### src/rtl/multicycle_ctrl.sv
// Main control FSM for the multi-cycle RV32I core: steps the shared memory port, ALU,
// PC/IR registers and register-file write port through fetch, decode, execute, memory and writeback.
module multicycle_ctrl #(
  parameter logic MEM_WAIT_EN = 1'b1
) (
  input  logic       clk,
  input  logic       rst,
  input  logic [6:0] op,
  input  logic [2:0] funct3,
  input  logic       funct7b5,
  input  logic       zero,
  input  logic       mem_ready,
  output logic       pc_write,
  output logic       adr_src,
  output logic       mem_read,
  output logic       mem_write,
  output logic       ir_write,
  output logic       reg_write,
  output logic [1:0] result_src,
  output logic [1:0] alu_src_a,
  output logic [1:0] alu_src_b,
  output logic [2:0] alu_control,
  output logic [1:0] imm_src,
  output logic       retire,
  output logic       halted
);

  typedef enum logic [3:0] {
    S_FETCH, S_DECODE, S_MEMADR, S_MEMREAD, S_MEMWB, S_MEMWRITE,
    S_EXECR, S_EXECI, S_ALUWB, S_BEQ, S_HALT
  } state_t;

  state_t state_q, state_d;

  logic rdy;
  logic pc_write_c, mem_read_c, mem_write_c, ir_write_c, reg_write_c, retire_c, halted_c;

  // Subtraction is only legal for register-register ops; addi with bit 30 set stays an add.
  function automatic logic [2:0] alu_dec(input logic [2:0] f3, input logic sub_sel);
    case (f3)
      3'b000:  alu_dec = sub_sel ? 3'b001 : 3'b000;
      3'b010:  alu_dec = 3'b101;
      3'b110:  alu_dec = 3'b011;
      3'b111:  alu_dec = 3'b010;
      default: alu_dec = 3'b000;
    endcase
  endfunction

  assign rdy = MEM_WAIT_EN ? mem_ready : 1'b1;

  always_ff @(posedge clk or posedge rst) begin
    if (rst) state_q <= S_FETCH;
    else     state_q <= state_d;
  end

  always_comb begin
    state_d     = state_q;
    pc_write_c  = 1'b0;
    adr_src     = 1'b0;
    mem_read_c  = 1'b0;
    mem_write_c = 1'b0;
    ir_write_c  = 1'b0;
    reg_write_c = 1'b0;
    result_src  = 2'b00;
    alu_src_a   = 2'b00;
    alu_src_b   = 2'b00;
    alu_control = 3'b000;
    retire_c    = 1'b0;
    halted_c    = 1'b0;
    case (state_q)
      S_FETCH: begin
        mem_read_c = 1'b1;
        alu_src_b  = 2'b10;
        result_src = 2'b10;
        if (rdy) begin
          ir_write_c = 1'b1;
          pc_write_c = 1'b1;
          state_d    = S_DECODE;
        end
      end
      S_DECODE: begin
        alu_src_a = 2'b01;
        alu_src_b = 2'b01;
        case (op)
          7'b0000011, 7'b0100011: state_d = S_MEMADR;
          7'b0110011:             state_d = S_EXECR;
          7'b0010011:             state_d = S_EXECI;
          7'b1100011:             state_d = S_BEQ;
          default:                state_d = S_HALT;
        endcase
      end
      S_MEMADR: begin
        alu_src_a = 2'b10;
        alu_src_b = 2'b01;
        state_d   = op[5] ? S_MEMWRITE : S_MEMREAD;
      end
      S_MEMREAD: begin
        adr_src    = 1'b1;
        mem_read_c = 1'b1;
        if (rdy) state_d = S_MEMWB;
      end
      S_MEMWRITE: begin
        adr_src     = 1'b1;
        mem_write_c = 1'b1;
        if (rdy) begin
          retire_c = 1'b1;
          state_d  = S_FETCH;
        end
      end
      S_MEMWB: begin
        result_src  = 2'b01;
        reg_write_c = 1'b1;
        retire_c    = 1'b1;
        state_d     = S_FETCH;
      end
      S_EXECR: begin
        alu_src_a   = 2'b10;
        alu_control = alu_dec(funct3, funct7b5);
        state_d     = S_ALUWB;
      end
      S_EXECI: begin
        alu_src_a   = 2'b10;
        alu_src_b   = 2'b01;
        alu_control = alu_dec(funct3, 1'b0);
        state_d     = S_ALUWB;
      end
      S_ALUWB: begin
        reg_write_c = 1'b1;
        retire_c    = 1'b1;
        state_d     = S_FETCH;
      end
      S_BEQ: begin
        alu_src_a   = 2'b10;
        alu_control = 3'b001;
        pc_write_c  = zero;
        retire_c    = 1'b1;
        state_d     = S_FETCH;
      end
      S_HALT:  halted_c = 1'b1;
      default: state_d  = S_FETCH;
    endcase
  end

  // Reset sits in FETCH, whose read/load enables must not leak out while rst is held.
  assign pc_write  = pc_write_c  & ~rst;
  assign mem_read  = mem_read_c  & ~rst;
  assign mem_write = mem_write_c & ~rst;
  assign ir_write  = ir_write_c  & ~rst;
  assign reg_write = reg_write_c & ~rst;
  assign retire    = retire_c    & ~rst;
  assign halted    = halted_c    & ~rst;

  assign imm_src = (op == 7'b0100011) ? 2'b01 :
                   (op == 7'b1100011) ? 2'b10 : 2'b00;

endmodule

### config.mk
export PLATFORM = sky130hd
export DESIGN_NAME = multicycle_ctrl
export DESIGN_NICKNAME = d
export VERILOG_FILES = /design/src/rtl/multicycle_ctrl.sv
export SDC_FILE = /design/constraint.sdc
export NUM_CORES = 1
export LEC_CHECK = 0
export BUFFER_PORTS_ARGS = -buffer_cell sky130_fd_sc_hd__buf_2
export CAP_MARGIN = 15
export CORE_UTILIZATION = 42
export CTS_CLUSTER_SIZE = 10
export DETAILED_ROUTE_END_ITERATION = 7
export PLACE_DENSITY_LB_ADDON = 0.1
export SLEW_MARGIN = 20
export SYNTH_ARGS = -nofsm -noshare
export SYNTH_HDL_FRONTEND = slang
export SYNTH_SLANG_ARGS = --single-unit
### constraint.sdc
create_clock -name clk -period 1.65 [get_ports clk]
set_clock_uncertainty 0.2 [all_clocks]
set_input_delay 0.0825 -clock clk [delete_from_list [all_inputs] [get_ports clk]]
set_output_delay 0.0825 -clock clk [all_outputs]
set_load 0.03 [all_outputs]
==> results.yml <==
die:
  ios: 34
  die_area_sq_um: 1560
  die_h_um: 39.5
  num_rows: 13
  die_w_um: 39.5
  start_util_pct: 45.5
  core_sq_um: 1300
critical_path:
  crit_fanout: 8
  startpoint_type: "flip-flop"
  r2r_setup_slack_ns: -0.07
  slowest_delay_ns: 0.47
  path_buf_inv: 2
  worst_setup_path_end_kind: "output port"
  path_class: "flip-flop to output port"
  crit_cells: 5
  crit_family: "flip-flops"
  critical_path_required_ns: 1.37
  reg2reg_depth: 6
  reg2reg_to: "state_q[0]$_DFFE_PP0P_"
  r2r-start: "state_q[3]$_DFFE_PP0P_"
  crit_arrival_ns: 1.53
  path_cells: "buf_6 > and3b_2 > nand2b_1 > o22ai_1 > buf_4"
  cp_slowest_cell: "dfrtp_2"
synth:
  synth_compound_area_share_pct: 16.9
  avgSynthCellArea_sq_um: 7.40
  synth_area_leader_cell: "dfrtp_1"
  synth_cells: 80
  synth-edff-count: 0
  ys.flop_type: "dfrtp_1"
  synth_xor_area_share_pct: 2.96
  synth_fa_ha_area_share_pct: 0
  yosysWarnings: 0
  netlist_top_cells_area: "dfrtp_1 (17%), nor4_1 (5.3%), nand2_1 (4.4%)"
  ys_types: 35
  async_flop_share_pct: 100
  synth_seq_cells: 4
  netlist_area_sq_um: 592
  yosys.area_share.simple_pct: 48.8
  synth_top_area_share_pct: 16.9
  synth_mux_area_share_pct: 3.38
  synth_top_family_by_area: "simple AND/OR/NAND/NOR gates"
  syn_nets: 95
  ys_seq_area_share_pct: 16.9
global_route:
  grt_pass1_vias: 649
  grt_overflow: 0
  antenna_found_initial: 0
  grt_max_degree: 14
  gr-usage-all-layers_pct: 26.8
  grt_pass1_wl_um: 2860
timing:
  timing.slew.headroom_pct: 78.3
  finalWorstSetupSlack_ns: -0.165
  rsz0062_at_grt: "yes"
  setup_violations: 17
  slew_violations: 0
  hold_viol: 0
  period_needed_ns: 1.82
  tns_ns: -1.17
  worstMarginPinSlew_ns: 0.322
  fin_crit_sh_pct: 110
  max_freq_ghz: 0.551
worst_hold_path:
  min_path_cells: 4
  hold_start: "op[3]"
  min_to: "state_q[1]$_DFFE_PP0P_"
  holdCritPathClass: "input port to flip-flop"
layout:
  final_cell_mix: "buf_4 (20), buf_2 (18), buf_6 (15)"
  final_common_cell: "buf_4"
  design_area_sq_um: 1180
  top_register: "state_q"
  antenna_cells: 0
  final_nets: 149
  drive_gt1_share_pct: 61.4
  area_delta_synth_final_pct: 99.2
  largest_reg_flops: 4
  top_regs: "state_q: 4 flops"
  post-route-util_pct: 90.6
clock_tree:
  insertion_delay_ns: 0.24
  htreeDepth: 1
  cts.path.max_buffers: 2
  clk_pin_slew_worst_paths_ns: 0.04
  cts_tree: "done"
  cts_root_buffer: "clkbuf_4"
  clkSinkCount: 4
  numCtsBuffers: 3
place:
  routabilityCongestion: 0.812
  place_area_sq_um: 868
  place_ws_ns: 0.0373
  dp_hpwl_um: 1260
  port_buffers: 33
routing:
  first_pass_iters: 4
  wl_per_cell_um: 18.1
  num_vias: 921
  drtIter0Drc: 33
  vias_per_cell: 6.27
  finalWirelength_um: 2660
  antenna_left: 0
  drc: 0
outcome:
  violations: "negative setup slack"
  status: "complete, but fails checks"
pwr:
  power_uw: 2340
  p_leak_uw: 0.000548
  peakVddDrop_uv: 1390
  cellPowerDensity_nw_per_um2: 1980
run:
  drv_cap: 0
## power by group
part           switching, uW  internal, uW  total (uW)
Clock                   42.5          81.5         124
Sequential              65.3           147         213
Combinational           1080           920        2000
## cells by family after synthesis
| logic type | count (synthesis) |
|---|---|
| multiplexers | 2 |
| AND/OR/NAND/NOR | 47 |
| XOR/XNOR | 2 |
| buffers and inverters | 11 |
| AO/OA/AOI/OAI | 14 |
| flip-flops | 4 |
## cell type report
class	instances	area, sq um
Inverter	3	15.0
Tap cell	15	18.8
Clock buffer	3	22.5
Timing Repair Buffer	57	447
Multi-Input combinational cell	65	572
Sequential cell	4	104
Fill cell	57	123
## per-layer routing
metal  vias to the layer above  routed length, um  global-route usage (%)
li1                        403                  -                       -
met1                       446               1030                    37.3
met2                        55               1320                    43.0
met3                        17                184                    2.27
met4                         0                121                    7.76
met5                         -                  0                       0
## cells in the mapped netlist, types with 2 or more instances
master	n
nand2_1	7
and3_1	4
nor2b_1	3
nor3b_1	3
nor2_1	7
nand2b_1	4
nor4_1	5
dfrtp_1	4
o21ai_0	4
nor3_1	3
o22ai_1	2
a21oi_1	2
buf_6	2
nor4bb_1	2
mux2i_1	2
and3b_1	2
inv_1	3
buf_2	4
## worst reg2reg max path, stage by stage (launching register included)
cell and delay [ns]:
dfrtp_2 0.47, buf_4 0.16, buf_6 0.12, nor4b_4 0.24, buf_4 0.17, o211ai_1 0.09
a31oi_1 0.17
## how the worst max path moves through the flow
stage	startpoint	to	slack, ns
6_report	state_q[3]$_DFFE_PP0P_	alu_control[0]	-0.17
5_1_grt	state_q[3]$_DFFE_PP0P_	alu_control[0]	-0.24
4_1_cts	state_q[3]$_DFFE_PP0P_	pc_write	-0.1
3_5_place_dp	state_q[3]$_DFFE_PP0P_	alu_control[0]	0.04
3_3_place_gp	state_q[3]$_DFFE_PP0P_	alu_control[0]	0.08
2_1_floorplan	state_q[0]$_DFFE_PP0P_	pc_write	-0.18
## per-stage QoR
stage / cells / hold slack, ns
after floorplan: 80 / -0.341
after global placement: 131 / -0.141
after detailed placement: 131 / -0.138
after CTS: 142 / 0.0196
after global routing: 147 / 0.0574
final: 147 / 0.0536
## repair_timing
item                                    4_1_cts  5_1_grt
gates resized for setup                      21       31
setup buffers                                 5        5
endpoints found under the setup margin       17       17
pin swaps                                     4        7
hold endpoints to repair                      6        0
hold buffers                                  3        0
Power figures use the tool's default switching activity.
